--- src/rtl/vc_bus_pkg.sv ---
// Shared types and widths for the CPU-side write buffer in front of the pin
// sequencer.
//   AW/DW/MW : word-address, data and byte-mask widths
//   state_t  : memory-side FSM state (IDLE, WR, RD)
//   wentry_t : one buffered write {addr, mask, data}
package vc_bus_pkg;
  localparam int AW = 15;
  localparam int DW = 16;
  localparam int MW = 2;

  typedef enum logic [1:0] {
    ST_IDLE = 2'd0,
    ST_WR   = 2'd1,
    ST_RD   = 2'd2
  } state_t;

  typedef struct packed {
    logic [AW-1:0] addr;
    logic [MW-1:0] mask;
    logic [DW-1:0] data;
  } wentry_t;
endpackage

--- src/rtl/vc_wbuf_if.sv ---
// Bus bundles around the write buffer.
//   vc_cpu_if : CPU side. master = CPU, slave = write buffer.
//     raddr/rreq -> rdata/rdone ; waddr/wmask/wdata -> wdone
//   vc_mem_if : pin-sequencer side. master = write buffer, slave = sequencer.
//     m_raddr/m_rreq -> m_rdata/m_rdone ; m_waddr/m_wmask/m_wdata -> m_wdone
//
// Handshake semantics (both bundles): a request (rreq, or a nonzero wmask)
// is a level held by the requester until the matching one-cycle done pulse.
// The responder ignores a request in any cycle where its own done output is
// high, so a requester that drops the level on seeing done never gets a
// duplicate. On the memory side the buffer masks its request off
// combinationally while the done pulse is present for the same reason.
interface vc_cpu_if;
  import vc_bus_pkg::*;
  logic [AW-1:0] raddr;
  logic          rreq;
  logic [DW-1:0] rdata;
  logic          rdone;
  logic [AW-1:0] waddr;
  logic [MW-1:0] wmask;
  logic [DW-1:0] wdata;
  logic          wdone;

  modport master (output raddr, rreq, waddr, wmask, wdata,
                  input  rdata, rdone, wdone);
  modport slave  (input  raddr, rreq, waddr, wmask, wdata,
                  output rdata, rdone, wdone);
endinterface

interface vc_mem_if;
  import vc_bus_pkg::*;
  logic [AW-1:0] m_raddr;
  logic          m_rreq;
  logic [DW-1:0] m_rdata;
  logic          m_rdone;
  logic [AW-1:0] m_waddr;
  logic [MW-1:0] m_wmask;
  logic [DW-1:0] m_wdata;
  logic          m_wdone;

  modport master (output m_raddr, m_rreq, m_waddr, m_wmask, m_wdata,
                  input  m_rdata, m_rdone, m_wdone);
  modport slave  (input  m_raddr, m_rreq, m_waddr, m_wmask, m_wdata,
                  output m_rdata, m_rdone, m_wdone);
endinterface

--- src/rtl/vc_wfifo.sv ---
// Write-buffer FIFO: DEPTH entries of {addr, mask, data}, wrap-around
// read/write pointers plus an occupancy count. DEPTH must be 2 or 4
// (power of two so the pointers wrap by plain overflow).
// Ports:
//   clk, rst_n        : clock, synchronous active-low reset (empties FIFO)
//   push, push_entry  : store an entry (honoured when not full, or when a
//                       pop happens in the same cycle)
//   pop               : drop the head entry
//   full, empty, head : status and oldest entry
//   ent_addr/ent_valid: every slot's address and whether it holds a live
//                       entry, for read-after-write hazard compare
module vc_wfifo
  import vc_bus_pkg::*;
#(
  parameter int DEPTH = 2
) (
  input  logic                      clk,
  input  logic                      rst_n,
  input  logic                      push,
  input  wentry_t                   push_entry,
  input  logic                      pop,
  output logic                      full,
  output logic                      empty,
  output wentry_t                   head,
  output logic [DEPTH-1:0][AW-1:0]  ent_addr,
  output logic [DEPTH-1:0]          ent_valid
);
  localparam int PW = $clog2(DEPTH);
  localparam int CW = PW + 1;

  wentry_t       mem_q [DEPTH];
  wentry_t       mem_d [DEPTH];
  logic [PW-1:0] wr_ptr_q, wr_ptr_d;
  logic [PW-1:0] rd_ptr_q, rd_ptr_d;
  logic [CW-1:0] cnt_q, cnt_d;
  logic          do_push, do_pop;
  logic [PW-1:0] off;

  assign full    = (cnt_q == CW'(DEPTH));
  assign empty   = (cnt_q == '0);
  assign head    = mem_q[rd_ptr_q];
  assign do_pop  = pop && !empty;
  // A full FIFO can take a push in the same cycle its head leaves.
  assign do_push = push && (!full || do_pop);

  always_comb begin
    mem_d    = mem_q;
    wr_ptr_d = wr_ptr_q;
    rd_ptr_d = rd_ptr_q;
    cnt_d    = cnt_q;
    if (do_push) begin
      mem_d[wr_ptr_q] = push_entry;
      wr_ptr_d        = wr_ptr_q + PW'(1);
    end
    if (do_pop) begin
      rd_ptr_d = rd_ptr_q + PW'(1);
    end
    case ({do_push, do_pop})
      2'b10:   cnt_d = cnt_q + CW'(1);
      2'b01:   cnt_d = cnt_q - CW'(1);
      default: cnt_d = cnt_q;
    endcase
  end

  // A slot is live when its distance from the read pointer is below the count.
  always_comb begin
    off       = '0;
    ent_addr  = '0;
    ent_valid = '0;
    for (int i = 0; i < DEPTH; i++) begin
      off          = PW'(i) - rd_ptr_q;
      ent_valid[i] = ({1'b0, off} < cnt_q);
      ent_addr[i]  = mem_q[i].addr;
    end
  end

  always_ff @(posedge clk) begin
    if (!rst_n) begin
      wr_ptr_q <= '0;
      rd_ptr_q <= '0;
      cnt_q    <= '0;
    end else begin
      wr_ptr_q <= wr_ptr_d;
      rd_ptr_q <= rd_ptr_d;
      cnt_q    <= cnt_d;
    end
  end

  // Storage needs no reset: liveness comes from the pointers and count.
  always_ff @(posedge clk) begin
    mem_q <= mem_d;
  end
endmodule

--- src/rtl/vc_wbuf.sv ---
// CPU write buffer in front of the pin sequencer. CPU writes are posted into
// a small FIFO and acknowledged the next cycle; the memory-side FSM drains
// them in order and interleaves CPU reads, holding a read back while any
// buffered write targets the same word (no forwarding).
// Ports:
//   clk, rst_n : clock, synchronous active-low reset
//   cpu        : CPU-side bundle (slave)
//   mem        : pin-sequencer bundle (master)
//   dbg_state  : current memory-side FSM state
module vc_wbuf
  import vc_bus_pkg::*;
#(
  parameter int DEPTH = 2
) (
  input  logic       clk,
  input  logic       rst_n,
  vc_cpu_if.slave    cpu,
  vc_mem_if.master   mem,
  output state_t     dbg_state
);
  state_t        state_q, state_d;
  logic          rdone_q, rdone_d;
  logic          wdone_q, wdone_d;
  logic [DW-1:0] rdata_q, rdata_d;

  logic                     fifo_full, fifo_empty;
  logic                     push, pop;
  wentry_t                  push_entry, head;
  logic [DEPTH-1:0][AW-1:0] ent_addr;
  logic [DEPTH-1:0]         ent_valid;
  logic                     rd_pend, hazard;

  assign push_entry = '{addr: cpu.waddr, mask: cpu.wmask, data: cpu.wdata};
  assign pop        = (state_q == ST_WR) && mem.m_wdone;
  // A request is dead in the cycle its own done pulse is out.
  assign push       = (cpu.wmask != '0) && !wdone_q && (!fifo_full || pop);
  assign rd_pend    = cpu.rreq && !rdone_q;

  vc_wfifo #(.DEPTH(DEPTH)) u_fifo (
    .clk        (clk),
    .rst_n      (rst_n),
    .push       (push),
    .push_entry (push_entry),
    .pop        (pop),
    .full       (fifo_full),
    .empty      (fifo_empty),
    .head       (head),
    .ent_addr   (ent_addr),
    .ent_valid  (ent_valid)
  );

  // Compared against entries already in the FIFO; a write pushed in the
  // same cycle as the read decision is treated as issued after the read.
  always_comb begin
    hazard = 1'b0;
    for (int i = 0; i < DEPTH; i++) begin
      if (ent_valid[i] && (ent_addr[i] == cpu.raddr)) hazard = 1'b1;
    end
  end

  always_comb begin
    state_d     = state_q;
    rdone_d     = 1'b0;
    rdata_d     = rdata_q;
    wdone_d     = push;
    mem.m_raddr = cpu.raddr;
    mem.m_rreq  = 1'b0;
    mem.m_waddr = head.addr;
    mem.m_wmask = '0;
    mem.m_wdata = head.data;
    case (state_q)
      ST_IDLE: begin
        // A full FIFO drains first so the CPU is not stalled on writes.
        if (fifo_full)                state_d = ST_WR;
        else if (rd_pend && !hazard)  state_d = ST_RD;
        else if (!fifo_empty)         state_d = ST_WR;
      end
      ST_WR: begin
        mem.m_wmask = mem.m_wdone ? '0 : head.mask;
        if (mem.m_wdone) state_d = ST_IDLE;
      end
      ST_RD: begin
        mem.m_rreq = !mem.m_rdone;
        if (mem.m_rdone) begin
          rdata_d = mem.m_rdata;
          rdone_d = 1'b1;
          state_d = ST_IDLE;
        end
      end
      default: state_d = ST_IDLE;
    endcase
  end

  always_ff @(posedge clk) begin
    if (!rst_n) begin
      state_q <= ST_IDLE;
      rdone_q <= 1'b0;
      wdone_q <= 1'b0;
      rdata_q <= '0;
    end else begin
      state_q <= state_d;
      rdone_q <= rdone_d;
      wdone_q <= wdone_d;
      rdata_q <= rdata_d;
    end
  end

  assign cpu.rdata = rdata_q;
  assign cpu.rdone = rdone_q;
  assign cpu.wdone = wdone_q;
  assign dbg_state = state_q;
endmodule

--- src/flat_wrapper.sv ---
// flat-port wrapper written by rule: the top's interface ports become plain ports
module vc_wbuf_flat import vc_bus_pkg::*;
#(
  parameter int DEPTH = 2
)
  (clk, rst_n, dbg_state, cpu_raddr, cpu_rreq, cpu_waddr, cpu_wmask, cpu_wdata, cpu_rdata, cpu_rdone, cpu_wdone, mem_m_raddr, mem_m_rreq, mem_m_waddr, mem_m_wmask, mem_m_wdata, mem_m_rdata, mem_m_rdone, mem_m_wdone);
  vc_cpu_if cpu_i ();
  vc_mem_if mem_i ();
  input  logic clk;
  input  logic rst_n;
  output state_t dbg_state;
  input wire logic [$bits(cpu_i.raddr)-1:0] cpu_raddr;
  input wire logic [$bits(cpu_i.rreq)-1:0] cpu_rreq;
  input wire logic [$bits(cpu_i.waddr)-1:0] cpu_waddr;
  input wire logic [$bits(cpu_i.wmask)-1:0] cpu_wmask;
  input wire logic [$bits(cpu_i.wdata)-1:0] cpu_wdata;
  output wire logic [$bits(cpu_i.rdata)-1:0] cpu_rdata;
  output wire logic [$bits(cpu_i.rdone)-1:0] cpu_rdone;
  output wire logic [$bits(cpu_i.wdone)-1:0] cpu_wdone;
  output wire logic [$bits(mem_i.m_raddr)-1:0] mem_m_raddr;
  output wire logic [$bits(mem_i.m_rreq)-1:0] mem_m_rreq;
  output wire logic [$bits(mem_i.m_waddr)-1:0] mem_m_waddr;
  output wire logic [$bits(mem_i.m_wmask)-1:0] mem_m_wmask;
  output wire logic [$bits(mem_i.m_wdata)-1:0] mem_m_wdata;
  input wire logic [$bits(mem_i.m_rdata)-1:0] mem_m_rdata;
  input wire logic [$bits(mem_i.m_rdone)-1:0] mem_m_rdone;
  input wire logic [$bits(mem_i.m_wdone)-1:0] mem_m_wdone;
  assign cpu_i.raddr = cpu_raddr;
  assign cpu_i.rreq = cpu_rreq;
  assign cpu_i.waddr = cpu_waddr;
  assign cpu_i.wmask = cpu_wmask;
  assign cpu_i.wdata = cpu_wdata;
  assign cpu_rdata = cpu_i.rdata;
  assign cpu_rdone = cpu_i.rdone;
  assign cpu_wdone = cpu_i.wdone;
  assign mem_m_raddr = mem_i.m_raddr;
  assign mem_m_rreq = mem_i.m_rreq;
  assign mem_m_waddr = mem_i.m_waddr;
  assign mem_m_wmask = mem_i.m_wmask;
  assign mem_m_wdata = mem_i.m_wdata;
  assign mem_i.m_rdata = mem_m_rdata;
  assign mem_i.m_rdone = mem_m_rdone;
  assign mem_i.m_wdone = mem_m_wdone;
  vc_wbuf #(.DEPTH(DEPTH)) u_core (.clk(clk), .rst_n(rst_n), .cpu(cpu_i), .mem(mem_i), .dbg_state(dbg_state));
endmodule
--- config.mk ---
export PLATFORM = sky130hd
export DESIGN_NAME = vc_wbuf_flat
export DESIGN_NICKNAME = d
export VERILOG_FILES = /design/src/rtl/vc_bus_pkg.sv /design/src/rtl/vc_wbuf_if.sv /design/src/rtl/vc_wfifo.sv /design/src/rtl/vc_wbuf.sv /design/src/flat_wrapper.sv
export SDC_FILE = /design/constraint.sdc
export NUM_CORES = 1
export LEC_CHECK = 0
export ABC_AREA = 1
export BUFFER_PORTS_ARGS = -buffer_cell sky130_fd_sc_hd__clkbuf_2
export CORE_ASPECT_RATIO = 0.9
export CORE_MARGIN = 4
export CORE_UTILIZATION = 45
export CTS_CLUSTER_SIZE = 8
export DETAILED_ROUTE_END_ITERATION = 10
export GPL_TIMING_DRIVEN = 1
export PLACE_DENSITY = 0.73
export SYNTH_ARGS = -nofsm -noshare
export SYNTH_HDL_FRONTEND = slang
export SYNTH_SLANG_ARGS = --single-unit
--- constraint.sdc ---
create_clock -name clk -period 3.8 [get_ports clk]
set_input_delay 0.19 -clock clk [delete_from_list [all_inputs] [get_ports clk]]
set_output_delay 0.19 -clock clk [all_outputs]
set_load 0.05 [all_outputs]
# Word level (Yosys, flattened, before mapping)
# Index checks and enable logic that the tools add are counted.
# totals
out_inout_bits,69
word_cells,80
reg_bits,90
in_bits,69
# op_classes
n_lt_le_gt_ge,5
reduce_logical,25
n_mux,19
bitwise,2
add_sub_neg,6
eq_ne,10
# ops
op,count
2-to-1 mux 33 bit,4
bitwise mux 66 bit,1
demux 33 bit (select 1 bit),1
equality test 15 bit,2
2-to-1 mux 2 bit,7
logical AND 1 bit,10
"equality test 2 bit, second input constant",3
logical NOT 1 bit,6
case mux 2 bit (3 select lines),1
"equality test 2 x 1 -> 1 bit, second input constant",2
">= comparator 2 bit, second input constant",2
logical NOT 2 bit,2
less-than comparator 1 x 2 -> 1 bit,2
2-to-1 mux 1 bit,4
"!= test 2 bit, second input constant",2
"!= test 4 x 3 -> 1 bit, second input constant",1
inverter 1 -> 2 bit,2
case mux 2 bit (2 select lines),1
AND reduction 2 bit,2
nonzero test 2 bit,2
AND reduction 3 bit,1
"adder 1 bit, second input constant",2
"adder 2 x 1 -> 2 bit, second input constant",1
logical OR 1 bit,2
3 further kinds,4

# Longest topological paths before layout
# depth
ltp_word,10
depth_mapped,12

# By module
# Synthesis repeated with hierarchy kept, for this count alone.
# hier_totals
cells_unflattened,523
hier_area_um2,4408.0
# by_module_without_submodules
module,seq_area_each_um2,n_inst,cells_each,area_per_inst_um2
vc_wfifo,2062.0,1,240,2886.5
vc_wbuf,400.4,1,283,1521.5

# Least setup slack after synthesis
# No wires, ideal clock.
# synth_timing
path_type,reg2reg
start,"reg u_core.state_q[0], in the netlist u_core.dbg_state[0]"
end,reg u_core.u_fifo.mem_q (netlist bit u_core.u_fifo.ent_addr[15]) (enable)
arrival_time_ns,2.656
setup_time_ns,0.425
stages_incl_launch_ff,7
setup_slack_ns,0.719
period_less_slack_ns,3.081
path_cell_list,dfxtp_1 -> inv_1 -> nor2_1 -> nand3_2 -> nand3_1 -> nand2_2 -> nor2_1
# synth_via
elab_chain_cells,5
word_cells_on_any_way,7
cone_classes,eq/ne: 1; reduce/logical: 6
# synth_lines
item,line_no,source
start: declaration,vc_wbuf.sv:21,"state_t state_q, state_d;"
start signal: assignment,vc_wbuf.sv:101,state_q <= state_d;
equality test 2 x 1 -> 1 bit *,vc_wbuf.sv:34,assign pop = (state_q == ST_WR) && mem.m_wdone;
logical AND 1 bit *,vc_wbuf.sv:34,
logical OR 1 bit or logical AND 1 bit (tied branches),"vc_wbuf.sv:36, vc_wfifo.sv:42",
logical AND 1 bit or logical OR 1 bit (tied branches),"vc_wbuf.sv:36, vc_wfifo.sv:44",
logical AND 1 bit *,vc_wfifo.sv:44,assign do_push = push && (!full || do_pop);
end signal: assignment,vc_wfifo.sv:91,mem_q <= mem_d;
end: declaration,vc_wfifo.sv:31,wentry_t mem_q [DEPTH];
# Every way passes the cells marked *; elsewhere a longest branch is shown, timed or not.
# A chain may end at the register's enable or synchronous reset.

# Worst setup path after layout
# layout_timing
start,reg u_core.u_fifo.rd_ptr_q
end,out mem_m_waddr[9]
# layout_via
elab_chain_cells,4
# layout_lines
item,line_no,source
start: declaration,vc_wfifo.sv:34,"logic [PW-1:0] rd_ptr_q, rd_ptr_d;"
start signal: assignment,vc_wfifo.sv:84,rd_ptr_q <= rd_ptr_d;
inverter 1 -> 2 bit (not written as such),vc_wfifo.sv:41,assign head = mem_q[rd_ptr_q];
2-to-1 mux 33 bit (not written as such) (3 in series),vc_wfifo.sv:41,
end: declaration,flat_wrapper.sv:22,output wire logic [$bits(mem_i.m_waddr)-1:0] mem_m_waddr;
# No other way between the ends. The select of a mux whose other input is x is not followed.

==> out/metrics.cfg <==
[worst_setup_path]
timing.critical_path.slowest_stage_cell=dfxtp_2
reg2reg_setup_slack_ns=1.63
crit_type=reg2out
crit_buf_inv=2
cp.arrival_ns=2.14
cp_data_required_time_ns=3.61
crit_chain=inv_6 -> o21ai_0 -> clkbuf_2
cp-end-kind=output pin
crit_family=flip-flops
cp_max_fo=44
start_kind=flip-flop
crit_path_max_incr_delay_ns=0.92

[place]
pre_cts_slack_ns=1.59
gp_congestion=0.806
placed_area_um2=4760
io_buffers=137
dp.final_hpwl_um=6560

[cells_and_area]
synthToLayoutAreaGrowth_pct=24.8
diodes=0
utilization_pct=58.7
drive_gt1_share_pct=27.5
final_area_um2=5100
fin_nets=664

[timing]
slew_headroom_pct=32.8
tns_ns=0
final.period_utilization_pct=61.4
rsz0062_at_grt=false
post-route-min-period_ns=2.33
worst_slack_ns=1.47
finClkSkew_ns=0.00937
finalSetupViolCount=0
drv_slew=0
hold_viol_final=0
worst_pin_slew_ns=1.01
timing.fmax_ghz=0.429

[clock_tree]
numCtsBuffers=9
clockBufferDepth=2
htree_levels=3
cts_sinks=90
cts_root_buf=clkbuf_8
cts.clk_slew.worst_paths_ns=0.09
post_cts_buffers=0
cts_tree=yes
insertion_delay_ns=0.36

[synth]
synth_top_area_share_pct=48.5
yosysWarnings=0
synth_cells=462
synth.area.top_cells=edfxtp_1 49%, nand2_1 15%, dfxtp_1 12%
synth.net_count=532
synth_common_cells=164 x nand2_1, 69 x inv_1, 66 x edfxtp_1
async_flop_share_pct=0
synth_cell_type_count=22
synth_edf_count=66
synth_area_per_cell_um2=8.84
synth.most_common_cell=nand2_1
synth_seq_cells=90
ys.flop_type=edfxtp_1
netlist_area_um2=4080
yosysTopAreaCell=edfxtp_1
ys_seq_area_share_pct=60.3

[floorplanning]
initial_core_util_pct=47.0
io-pin-count=138
core_area_um2=8690
fp.dieH_um=98.4
die_x_um=108
dieArea_um2=10700
row_count=32

[pwr]
vdd_drop_max_mv=0.367
leakage_nw=2.46
pwr_density_cell_nw_per_um2=555

[global_route]
grt_use_met3_pct=5.95
grt_max_degree=45
met2_usage_pct=28.9
globalRouteMet1Util_pct=20.4
antenna_found_initial=0
grt_usage_pct=17.2
grt_pass1_vias=3197
gr-total-overflow=0
grt-busiest-layer=met2
grt_pass1_wl_um=14300

[worst_hold_path]
hp-class=in2reg

[detailed_routing]
post-route-drc-count=0
dr_total_vias=3289
drt-vias-per-instance=4.58
wirelength_um=8970
ant_nets=0
dr.pass1.iters=4
wire_per_inst_um=12.5
drt_iter0_markers=147

[flow_run]
cap_violations=0

[status]
outcome=finished clean

## flip-flops by register name, indices dropped and copies added (netlist names)
name,flops
u_core.cpu.rdata,16
u_core.u_fifo.ent_addr,30
u_core.cpu.rdone,1
u_core.u_fifo.mem_q,36
u_core.dbg_state,2
u_core.u_fifo.wr_ptr_q,1
u_core.u_fifo.cnt_q,2
u_core.u_fifo.rd_ptr_q,1
u_core.cpu.wdone,1
## timing repair
item	4_1_cts	5_1_grt
hold endpoints to repair	22	1
setup endpoints to repair	0	0
hold buffers	11	1
gates resized for setup	0	0
## metal layers
metal	wire length [um]	vias up
met4	75	0
met1	3680	1467
li1	-	1713
met2	4530	101
met5	0	-
met3	680	8
## where the power goes
| part | leakage, nW | switching (mW) | total (mW) | internal (mW) |
|---|---|---|---|---|
| clock network | 0.111 | 0.358 | 0.681 | 0.323 |
| logic | 1.53 | 0.663 | 0.861 | 0.198 |
| registers | 0.817 | 0.0761 | 1.29 | 1.21 |
| total | 2.46 | 1.10 | 2.83 | 1.73 |
## cell families after synthesis
family          count (synthesis)  share of synthesized area (%)
xor+xnor                        3                          0.643
fa+ha+maj                       1                          0.306
buf+inv                        98                           10.9
flops                          90                           60.3
compound gates                 62                           7.94
simple gates                  208                           19.9
## through the flow
step	cells	power, mW	hold slack (ns)
6_report	718	2.83	0.0224
5_1_grt	718	2.99	0.00358
4_1_cts	717	2.86	0.000596
3_5_place_dp	690	2.17	0.382
3_3_place_gp	690	2.15	0.380
2_1_floorplan	462	1.95	0.289
## worst paths after layout
check | to | from | cells after the start
setup / recovery | mem_m_waddr[9] | u_core.u_fifo.rd_ptr_q$_SDFFE_PN0P_ | 3
hold reg to reg | u_core.cpu.rdata[8]$_SDFFE_PN0P_ | u_core.cpu.rdata[8]$_SDFFE_PN0P_ | 2
hold / removal | u_core.u_fifo.ent_addr[0]$_DFFE_PP_ | cpu_waddr[0] | 1
setup reg to reg | u_core.u_fifo.ent_addr[16]$_DFFE_PP_ | u_core.dbg_state[0]$_SDFFE_PN0P_ | 6
## final cells by class
cell class              count  area, um2
clock buffers               9        124
clock inverters             7       95.1
fillers                   754       3590
inverters                  70        268
multi-input cells         274       1190
flip-flops and latches     90       2460
well taps                 119        149
repair buffers            149        806
## cells in the final DEF (no fill, tap or decap), types with 2 or more instances in the layout
| master | synthesis | final |
|---|---|---|
| nor2_1 | 31 | 29 |
| nand3_2 | 2 | 2 |
| inv_8 | 0 | 2 |
| dlygate4sd3_1 | 0 | 12 |
| a21oi_1 | 24 | 24 |
| dfxtp_1 | 24 | 23 |
| o21ai_0 | 34 | 34 |
| clkbuf_2 | 0 | 137 |
| nand3_1 | 3 | 3 |
| nand2_2 | 2 | 2 |
| clkbuf_8 | 0 | 9 |
| nand2_1 | 164 | 164 |
| a21oi_2 | 3 | 3 |
| inv_1 | 69 | 69 |
| edfxtp_1 | 66 | 66 |
| inv_6 | 1 | 2 |
| xor2_1 | 3 | 3 |
| clkinv_4 | 0 | 2 |
| nand4_1 | 2 | 2 |
| nor2_4 | 0 | 2 |
| nor3_1 | 3 | 3 |
Power figures use the tool's default switching activity.
